**config.mk**
```make
export PLATFORM = sky130hd
export DESIGN_NAME = router_scheduler_flat
export DESIGN_NICKNAME = d
export VERILOG_FILES = /design/src/rtl/router_scheduler_if.sv /design/src/rtl/router_scheduler.sv /design/src/flat_wrapper.sv
export SDC_FILE = /design/constraint.sdc
export NUM_CORES = 1
export LEC_CHECK = 0
export ABC_AREA = 1
export CAP_MARGIN = 30
export CORE_MARGIN = 4
export CORE_UTILIZATION = 41
export CTS_CLUSTER_SIZE = 10
export DETAILED_ROUTE_END_ITERATION = 16
export PLACE_DENSITY = 0.88
export REMOVE_ABC_BUFFERS = 1
export SYNTH_ARGS = -nofsm -noshare
export SYNTH_HDL_FRONTEND = slang
export SYNTH_SLANG_ARGS = --single-unit
export TNS_END_PERCENT = 100
```
**constraint.sdc**
```tcl
create_clock -name clk -period 5.1 [get_ports clk]
set_input_delay 1.02 -clock clk [delete_from_list [all_inputs] [get_ports clk]]
set_output_delay 1.02 -clock clk [all_outputs]
set_load 0.03 [all_outputs]
```
**src/rtl/router_scheduler_if.sv**
```systemverilog
// router_scheduler_if
//   Groups the requester-side and router-side signals of router_scheduler.
//   master : the environment (requesters, downstream readiness, router sink)
//   slave  : the scheduler itself
// Signals
//   req_valid/req_last  [NUM_REQ]            per-requester beat valid / last beat
//   req_addr            [2*NUM_REQ]          destination, slice i = [2i+1:2i]
//   req_data            [DATA_WIDTH*NUM_REQ] beat data, slice i
//   req_ready           [NUM_REQ]            beat accepted this cycle (one-hot or zero)
//   dest_ready          [4]                  router output port k can take a beat
//   rt_din/rt_en/rt_addr                     registered drive into the router
interface router_scheduler_if #(
  parameter int DATA_WIDTH = 32,
  parameter int NUM_REQ    = 4
);
  logic [NUM_REQ-1:0]            req_valid;
  logic [NUM_REQ-1:0]            req_last;
  logic [2*NUM_REQ-1:0]          req_addr;
  logic [DATA_WIDTH*NUM_REQ-1:0] req_data;
  logic [NUM_REQ-1:0]            req_ready;
  logic [3:0]                    dest_ready;
  logic [DATA_WIDTH-1:0]         rt_din;
  logic                          rt_en;
  logic [1:0]                    rt_addr;

  modport master (
    output req_valid, req_last, req_addr, req_data, dest_ready,
    input  req_ready, rt_din, rt_en, rt_addr
  );

  modport slave (
    input  req_valid, req_last, req_addr, req_data, dest_ready,
    output req_ready, rt_din, rt_en, rt_addr
  );
endinterface

```
**src/rtl/router_scheduler.sv**
```systemverilog
// router_scheduler
//   Round-robin, per-packet scheduler sharing one simple_router among NUM_REQ
//   requesters. A winner keeps the router until its last beat is accepted.
//   Acceptance is gated on readiness of the destination port; the router
//   inputs are driven from registers (one cycle after acceptance).
// Ports
//   clk      rising-edge clock
//   resetn   asynchronous active-low reset
//   bus      router_scheduler_if.slave (requester handshake + router drive)
//   busy     high while a multi-beat packet holds the router
//   pkt_cnt  four 16-bit completed-packet counters, port k in [16k+15:16k]
// Build option
//   PKT_COUNT_EN  when defined, pkt_cnt counts last beats per destination;
//                 otherwise pkt_cnt is tied to zero and has no flops.
module router_scheduler #(
  parameter int DATA_WIDTH = 32,
  parameter int NUM_REQ    = 4
) (
  input  logic                 clk,
  input  logic                 resetn,
  router_scheduler_if.slave    bus,
  output logic                 busy,
  output logic [63:0]          pkt_cnt
);

  localparam int IDX_W = (NUM_REQ > 1) ? $clog2(NUM_REQ) : 1;

  typedef enum logic {ARB, LOCK} state_t;

  state_t                  state_q, state_d;
  logic [IDX_W-1:0]        rr_ptr_q, rr_ptr_d;
  logic [IDX_W-1:0]        owner_q, owner_d;
  logic [1:0]              lock_addr_q, lock_addr_d;
  logic                    rt_en_q, rt_en_d;
  logic [DATA_WIDTH-1:0]   rt_din_q, rt_din_d;
  logic [1:0]              rt_addr_q, rt_addr_d;

  logic [NUM_REQ-1:0]      elig;
  logic [NUM_REQ-1:0]      req_ready;
  logic                    found;
  logic [IDX_W-1:0]        win;
  logic [IDX_W:0]          idx;
  logic [IDX_W-1:0]        sel;
  logic                    accept;
  logic                    acc_last;
  logic [1:0]              acc_addr;
  logic [DATA_WIDTH-1:0]   acc_data;

  always_comb begin
    state_d     = state_q;
    rr_ptr_d    = rr_ptr_q;
    owner_d     = owner_q;
    lock_addr_d = lock_addr_q;
    rt_en_d     = 1'b0;
    rt_din_d    = rt_din_q;
    rt_addr_d   = rt_addr_q;
    req_ready   = '0;
    accept      = 1'b0;
    found       = 1'b0;
    win         = '0;
    idx         = '0;
    acc_last    = 1'b0;
    acc_addr    = lock_addr_q;
    acc_data    = '0;

    for (int i = 0; i < NUM_REQ; i++) begin
      elig[i] = bus.req_valid[i] && bus.dest_ready[bus.req_addr[2*i +: 2]];
    end

    // Scan rr_ptr, rr_ptr+1, ... with an explicit wrap so that
    // non-power-of-two NUM_REQ never visits an out-of-range index.
    for (int k = 0; k < NUM_REQ; k++) begin
      idx = {1'b0, rr_ptr_q} + (IDX_W+1)'(k);
      if (idx >= (IDX_W+1)'(NUM_REQ)) idx = idx - (IDX_W+1)'(NUM_REQ);
      if (!found && elig[idx[IDX_W-1:0]]) begin
        found = 1'b1;
        win   = idx[IDX_W-1:0];
      end
    end

    sel = (state_q == LOCK) ? owner_q : win;
    for (int i = 0; i < NUM_REQ; i++) begin
      if (IDX_W'(i) == sel) begin
        acc_data = bus.req_data[DATA_WIDTH*i +: DATA_WIDTH];
        acc_last = bus.req_last[i];
        // Mid-packet the owner's address is ignored; the locked one is used.
        acc_addr = (state_q == LOCK) ? lock_addr_q : bus.req_addr[2*i +: 2];
      end
    end

    // Grants are masked while reset is asserted so nothing is handed out
    // even though the state flops already hold their reset values.
    if (resetn) begin
      case (state_q)
        ARB: begin
          if (found) begin
            accept         = 1'b1;
            req_ready[win] = 1'b1;
            owner_d        = win;
            lock_addr_d    = acc_addr;
            rr_ptr_d       = (win == IDX_W'(NUM_REQ-1)) ? '0 : win + 1'b1;
            if (!acc_last) state_d = LOCK;
          end
        end
        LOCK: begin
          if (bus.req_valid[owner_q] && bus.dest_ready[lock_addr_q]) begin
            accept             = 1'b1;
            req_ready[owner_q] = 1'b1;
            if (acc_last) state_d = ARB;
          end
        end
        default: state_d = ARB;
      endcase
    end

    if (accept) begin
      rt_en_d   = 1'b1;
      rt_din_d  = acc_data;
      rt_addr_d = acc_addr;
    end
  end

  always_ff @(posedge clk or negedge resetn) begin
    if (!resetn) begin
      state_q     <= ARB;
      rr_ptr_q    <= '0;
      owner_q     <= '0;
      lock_addr_q <= '0;
      rt_en_q     <= 1'b0;
      rt_din_q    <= '0;
      rt_addr_q   <= '0;
    end else begin
      state_q     <= state_d;
      rr_ptr_q    <= rr_ptr_d;
      owner_q     <= owner_d;
      lock_addr_q <= lock_addr_d;
      rt_en_q     <= rt_en_d;
      rt_din_q    <= rt_din_d;
      rt_addr_q   <= rt_addr_d;
    end
  end

`ifdef PKT_COUNT_EN
  logic [3:0][15:0] pkt_cnt_q, pkt_cnt_d;

  always_comb begin
    pkt_cnt_d = pkt_cnt_q;
    if (accept && acc_last) pkt_cnt_d[acc_addr] = pkt_cnt_q[acc_addr] + 16'd1;
  end

  always_ff @(posedge clk or negedge resetn) begin
    if (!resetn) pkt_cnt_q <= '0;
    else         pkt_cnt_q <= pkt_cnt_d;
  end

  assign pkt_cnt = pkt_cnt_q;
`else
  assign pkt_cnt = '0;
`endif

  assign bus.req_ready = req_ready;
  assign bus.rt_en     = rt_en_q;
  assign bus.rt_din    = rt_din_q;
  assign bus.rt_addr   = rt_addr_q;
  assign busy          = (state_q == LOCK);

endmodule

```
**src/flat_wrapper.sv**
```systemverilog
// flat-port wrapper written by rule: the top's interface ports become plain ports
module router_scheduler_flat 
#(
  parameter int DATA_WIDTH = 32,
  parameter int NUM_REQ    = 4
)
  (clk, resetn, busy, pkt_cnt, bus_req_valid, bus_req_last, bus_req_addr, bus_req_data, bus_dest_ready, bus_req_ready, bus_rt_din, bus_rt_en, bus_rt_addr);
  router_scheduler_if #(.DATA_WIDTH(DATA_WIDTH), .NUM_REQ(NUM_REQ)) bus_i ();
  input  logic clk;
  input  logic resetn;
  output logic busy;
  output logic [63:0] pkt_cnt;
  input wire logic [$bits(bus_i.req_valid)-1:0] bus_req_valid;
  input wire logic [$bits(bus_i.req_last)-1:0] bus_req_last;
  input wire logic [$bits(bus_i.req_addr)-1:0] bus_req_addr;
  input wire logic [$bits(bus_i.req_data)-1:0] bus_req_data;
  input wire logic [$bits(bus_i.dest_ready)-1:0] bus_dest_ready;
  output wire logic [$bits(bus_i.req_ready)-1:0] bus_req_ready;
  output wire logic [$bits(bus_i.rt_din)-1:0] bus_rt_din;
  output wire logic [$bits(bus_i.rt_en)-1:0] bus_rt_en;
  output wire logic [$bits(bus_i.rt_addr)-1:0] bus_rt_addr;
  assign bus_i.req_valid = bus_req_valid;
  assign bus_i.req_last = bus_req_last;
  assign bus_i.req_addr = bus_req_addr;
  assign bus_i.req_data = bus_req_data;
  assign bus_i.dest_ready = bus_dest_ready;
  assign bus_req_ready = bus_i.req_ready;
  assign bus_rt_din = bus_i.rt_din;
  assign bus_rt_en = bus_i.rt_en;
  assign bus_rt_addr = bus_i.rt_addr;
  router_scheduler #(.DATA_WIDTH(DATA_WIDTH), .NUM_REQ(NUM_REQ)) u_core (.clk(clk), .resetn(resetn), .bus(bus_i), .busy(busy), .pkt_cnt(pkt_cnt));
endmodule
```
### Yosys cells after proc, flatten, opt, wreduce, memory -nomap -nowiden

Index checks and enable logic that the tools add are counted.

* bitwise operators: 1
* magnitude comparators: 17
* mux-type cells: 67
* equality and inequality tests: 4
* reductions and logical operators: 15
* add/subtract/negate cells: 8

Operators by type and width (number)
* $mux 32: 4
* $mux 2: 18
* $lt 2x3->1 const B: 11
* $mux 1: 27
* $bmux 1 s2: 10
* $mux 4: 3
* $logic_and 1x1->1: 10
* $ge 3x3->1 const B: 3
* $pmux 4 s2: 1
* $sub 2x1->2 const B: 4
* $add 2x2->3 const B: 2
* $demux 1 s2: 2
* $eq 2x2->1 const A: 2
* $ge 2x1->1 const B: 2
* $pmux 1 s2: 2
* $add 2x1->3 const B: 1
* $ge 2x3->1 const B: 1
* $logic_not 1->1: 3
* $reduce_and 3->1: 1
* $add 2x1->2 const B: 1
* $eq 1x2->1 const A: 1
* $eq 2x2->1 const B: 1
* $logic_not 2->1: 1
* $not 1->1: 1

* register bits: 42
* logic and storage cells: 119
* input bits: 150
* output and inout port bits: 104

### Logic depth before layout (Yosys ltp)

* depth after elaboration: 24
* mapped depth: 19
* gate-level depth less buffers: 18

### Least setup slack after synthesis

No wires, ideal clock.

* kind: input -> output
* start: input port bus_dest_ready[1]
* end: output port bus_req_ready[1]
* stages: 14
* slack: 1297 ps
* path buffers: 0
* arrival: 2783 ps
* data required time: 4080 ps
* path through: inv_2 nand2_1 nand3_1 nand2_1 nand3_1 nand2_2 nor2_1 nand3_1 nand3_2 nand2_2 inv_1 ha_1 nor2_1 nor3_1

* cells in the longest elaborated chain, start to end: 22
* elaborated cells between the ends (all ways): 46
* classes of those cells: 2 x order compare; 32 x mux; 12 x reduce/logical

RTL lines
* from (decl): RTL line flat_wrapper.sv:17 `input wire logic [$bits(bus_i.dest_ready)-1:0] bus_dest_ready;`
* $bmux 1 s2: RTL line router_scheduler.sv:67 `elig[i] = bus.req_valid[i] && bus.dest_ready[bus.req_addr[2*i +: 2]];`
* $mux 1 (not written as such): RTL line router_scheduler.sv:67
* $logic_and 1x1->1: RTL line router_scheduler.sv:67
* $bmux 1 s2: RTL line router_scheduler.sv:75 `if (!found && elig[idx[IDX_W-1:0]]) begin`
* $mux 1 (not written as such): RTL line router_scheduler.sv:75
* $mux 1: RTL line router_scheduler.sv:75
* $logic_not 1->1: RTL line router_scheduler.sv:75
* $logic_and 1x1->1: RTL line router_scheduler.sv:75
* [... 7 more ...]
* via u_core.win[0]: RTL line router_scheduler.sv:41 `logic [IDX_W-1:0] win;`
* $lt 2x3->1 (not written as such) / $ge 2x1->1 (equally long branches): RTL line router_scheduler.sv:98 `req_ready[win] = 1'b1;`
* $logic_and 1x1->1 (not written as such): RTL line router_scheduler.sv:98
* $mux 1 (not written as such): RTL line router_scheduler.sv:98
* $demux 1 s2 *
* $mux 4 *: RTL line router_scheduler.sv:96 `if (found) begin`
* $pmux 4 s2 *: RTL line router_scheduler.sv:94 `case (state_q)`
* $mux 4 *: RTL line router_scheduler.sv:93 `if (resetn) begin`
* to (decl): RTL line flat_wrapper.sv:18 `output wire logic [$bits(bus_i.req_ready)-1:0] bus_req_ready;`

The timed path passes the listed nets; every way through them passes the cells marked *. The select of a mux whose other input is x is not followed.

### Final worst setup path

* start: input port bus_req_addr[4]
* end: output port bus_req_ready[2]

* cells in the longest elaborated chain, start to end: 22
* elaborated cells between the ends (all ways): 33
* classes of those cells: 2 x order compare; 23 x mux; 8 x reduce/logical

RTL lines
* from (decl): RTL line flat_wrapper.sv:15 `input wire logic [$bits(bus_i.req_addr)-1:0] bus_req_addr;`
* $bmux 1 s2 *: RTL line router_scheduler.sv:67
* $mux 1 (not written as such) *: RTL line router_scheduler.sv:67
* $logic_and 1x1->1 *: RTL line router_scheduler.sv:67
* $bmux 1 s2: RTL line router_scheduler.sv:75
* $mux 1 (not written as such): RTL line router_scheduler.sv:75
* $mux 1: RTL line router_scheduler.sv:75
* $logic_not 1->1: RTL line router_scheduler.sv:75
* $logic_and 1x1->1: RTL line router_scheduler.sv:75
* [... 7 more ...]
* via u_core.win[1]: RTL line router_scheduler.sv:41
* $lt 2x3->1 (not written as such) / $ge 2x1->1 (equally long branches): RTL line router_scheduler.sv:98
* $logic_and 1x1->1 (not written as such): RTL line router_scheduler.sv:98
* $mux 1 (not written as such): RTL line router_scheduler.sv:98
* $demux 1 s2 *
* $mux 4 *: RTL line router_scheduler.sv:96
* $pmux 4 s2 *: RTL line router_scheduler.sv:94
* $mux 4 *: RTL line router_scheduler.sv:93

Marks and branches as above.

==> impl_metrics.py <==
metrics = {
    "clock_network": {
        "ctsHtreeMaxLevel": 2,
        "cts_setup_buffers": 0,
        "hold_buffers": 0,
        "cts_buffers": 5,
        "cts_sinks": 42,
        "clk_path_buf_depth": 2,
        "clock_latency_ns": 0.28,
        "root_buffer": "clkbuf_8",
        "clkTransAtPathRegs_ns": 0.07,
        "cts-resized-gates": 0,
        "tritoncts": "done",
    },
    "synthesis": {
        "synth.avg_cell_area_sq_um": 6.47,
        "synth-xor-area-share_pct": 0.403,
        "synth_seq_area_share_pct": 26.0,
        "synth_top_family_by_area": "simple AND/OR/NAND/NOR gates",
        "synthAdderAreaFrac_pct": 1.24,
        "synthMuxAreaShare_pct": 0,
        "ys_warn_count": 0,
        "synth_cells": 624,
        "synthSimpleGateAreaFrac_pct": 39.0,
        "netlist_area_sq_um": 4040,
        "synth_compound_area_share_pct": 10.7,
        "synth_cell_types": 30,
        "ys_ff_latch": 42,
    },
    "pwr": {
        "p_per_area_nw_per_um2": 575,
        "p_leak_nw": 3.00,
        "ir_drop_mv": 0.293,
    },
    "timing": {
        "setup_tns_ns": 0,
        "maxSlewViolCount": 0,
        "fmax_mhz": 211,
        "worst_slew_pin_slew_ns": 0.669,
        "slew_headroom_pct": 55.3,
        "rsz0062_at_grt": "false",
        "finalCritPeriodShare_pct": 93.0,
        "period_minus_slack_ns": 4.74,
        "setup_violations": 0,
        "finalHoldViolCount": 0,
        "finClkSkew_ns": 0.00841,
    },
    "critical_path": {
        "cpPeakStageDelay_ns": 0.74,
        "worstSetupPathType": "in2out",
        "cp_max_fo": 5,
        "worstPathRequired_ns": 4.08,
        "startpoint_type": "primary input",
        "slowest_stage": "clkdlybuf4s50_1",
        "worstSetupEndpointType": "primary output",
        "path_cells": "clkdlybuf4s50_1 > nand2_1 > nand3_1 > nand2_1 > nand3_1 > nand2_2 > nor2_1 > nand4_1 > nand3_2 > ha_1 > nor2_1 > nor3_1 > clkdlybuf4s50_1",
        "arrival_ns": 3.72,
    },
    "global_routing": {
        "grt_pass1_wl_microns": 20300,
        "busiest_layer": "met2",
        "grt_max_degree": 43,
        "grt_overflow": 0,
        "use_met1_pct": 26.7,
        "use_met2_pct": 38.4,
        "grtUsageMet3_pct": 5.36,
        "first_global_vias": 4147,
        "antenna_found_initial": 0,
        "grt_use_total_pct": 21.8,
    },
    "layout": {
        "fillers": 862,
        "antenna_cells": 0,
        "syn_to_final_growth_pct": 43.5,
        "nets": 951,
        "final_common_cell": "nand2_1",
        "drive_gt1_share_pct": 7.77,
        "fin_area_sq_um": 5790,
        "layout_common_cells": "nand2_1 (213), clkdlybuf4s50_1 (188), nand3_1 (65)",
    },
    "drt": {
        "vias_per_cell": 4.75,
        "drc": 0,
        "vias": 4402,
        "drt-initial-drc-count": 210,
        "wl_per_cell_microns": 14.4,
        "antenna_left": 0,
        "dr.pass1.iters": 5,
        "routed_wl_microns": 13400,
    },
    "place": {
        "place_congestion": 0.942,
        "place_area_sq_um": 5680,
        "portBuffers": 189,
        "post-dp-hpwl_microns": 10400,
    },
    "hold_path": {
        "hold_class": "reg2reg",
    },
    "floorplan": {
        "boundaryPins": 254,
        "dieArea_sq_um": 11500,
        "die_width_microns": 107,
        "rows": 35,
        "start_util_pct": 42.9,
        "core-area_sq_um": 9420,
        "dieHeight_microns": 107,
    },
    "job": {
        "max_cap_viol_count": 0,
    },
    "status": {
        "outcome": "finished, final reports clean",
    },
}
-- power breakdown --
group          switching [W]  internal (W)
logic                0.00163      0.000840
clock network       0.000112      0.000144
registers           0.000119      0.000489
-- worst max-delay path, delay by kind of cell --
family / cells / cell delay (ns)
fa+ha+maj: 1 / 0.17
buf+inv: 2 / 1.26
simple gates: 10 / 1.27
-- path summary, 6_finish.rpt --
path / from / end / slack (ns) / depth (start not counted)
max in group asynchronous: resetn / u_core.bus.rt_din[9] / 3.86 / 2
worst min-delay path: u_core.bus.rt_din[11] / u_core.bus.rt_din[11] / 0.48 / 2
worst max register to register: u_core.rr_ptr_q[0] / u_core.bus.rt_din[29] / 2.13 / 14
worst max-delay path: bus_req_addr[4] / bus_req_ready[2] / 0.36 / 13
min in group asynchronous: resetn / u_core.bus.rt_din[4] / 0.89 / 2
worst min register to register: u_core.bus.rt_din[11] / u_core.bus.rt_din[11] / 0.48 / 2
-- cell type report --
class                      instances  area (sq um)  share of cell area (%)
clock buffer                       5          68.8                    1.19
clock inverter                     3          40.0                   0.691
inverter                          62           233                    4.02
multi-input combinational        492          2310                    39.9
sequential                        42          1050                    18.2
tap                              129           161                    2.79
timing repair buffer             194          1920                    33.2
-- layer usage --
metal  vias to the layer above  routed length [microns]
met1                      1977                     5380
met4                         0                      165
met5                         -                        0
met3                        11                     1260
met2                       202                     6570
li1                       2212                        -
-- state kept, by name (all words and copies together), names as in the netlist --
name / cells
u_core.bus.rt_addr: 2
u_core.busy: 1
u_core.owner_q: 2
u_core.bus.rt_en: 1
u_core.rr_ptr_q: 2
u_core.lock_addr_q: 2
u_core.bus.rt_din: 32
-- cells in the mapped netlist --
cell type | number | share of area [%]
nand2_1 | 213 | 20
conb_1 | 1 | 0.093
inv_2 | 10 | 0.93
nand2_2 | 17 | 2.6
nand4_2 | 1 | 0.31
nor2_1 | 9 | 0.84
nor3_1 | 3 | 0.37
o21ai_2 | 1 | 0.22
clkinv_1 | 1 | 0.093
clkbuf_1 | 4 | 0.37
buf_6 | 7 | 2.0
buf_2 | 13 | 1.6
dfrtp_1 | 42 | 26
nand3_2 | 13 | 3.2
a21oi_1 | 1 | 0.12
o21ai_0 | 41 | 5.1
o21ai_1 | 35 | 4.3
nand2_4 | 2 | 0.56
inv_1 | 51 | 4.7
buf_4 | 65 | 12
nand4_1 | 14 | 2.2
nor2_8 | 1 | 0.50
o32ai_1 | 1 | 0.22
ha_1 | 4 | 1.2
nor2_4 | 2 | 0.56
a41oi_1 | 1 | 0.22
a31oi_1 | 3 | 0.47
xnor2_2 | 1 | 0.40
buf_8 | 2 | 0.74
nand3_1 | 65 | 8.1
-- metrics by stage --
step	power [W]	hold WS (ns)	utilization (%)	setup WS, ns	std cells
detailed placement	0.00308	0.464	60.3	0.433	919
global route	0.00362	0.513	61.5	0.124	927
floorplan	0.00219	0.487	-	1.28	596
global placement	0.00305	0.461	60.3	0.481	919
CTS	0.00335	0.485	61.5	0.416	927
finish	0.00333	0.481	61.5	0.357	927
-- logic make-up after synthesis --
logic type / count (synthesis)
fa+ha+maj: 4
xor+xnor: 1
simple gates: 340
other cells: 1
buf+inv: 153
compound gates: 83
flops: 42
(Power assumes the default switching activity.)
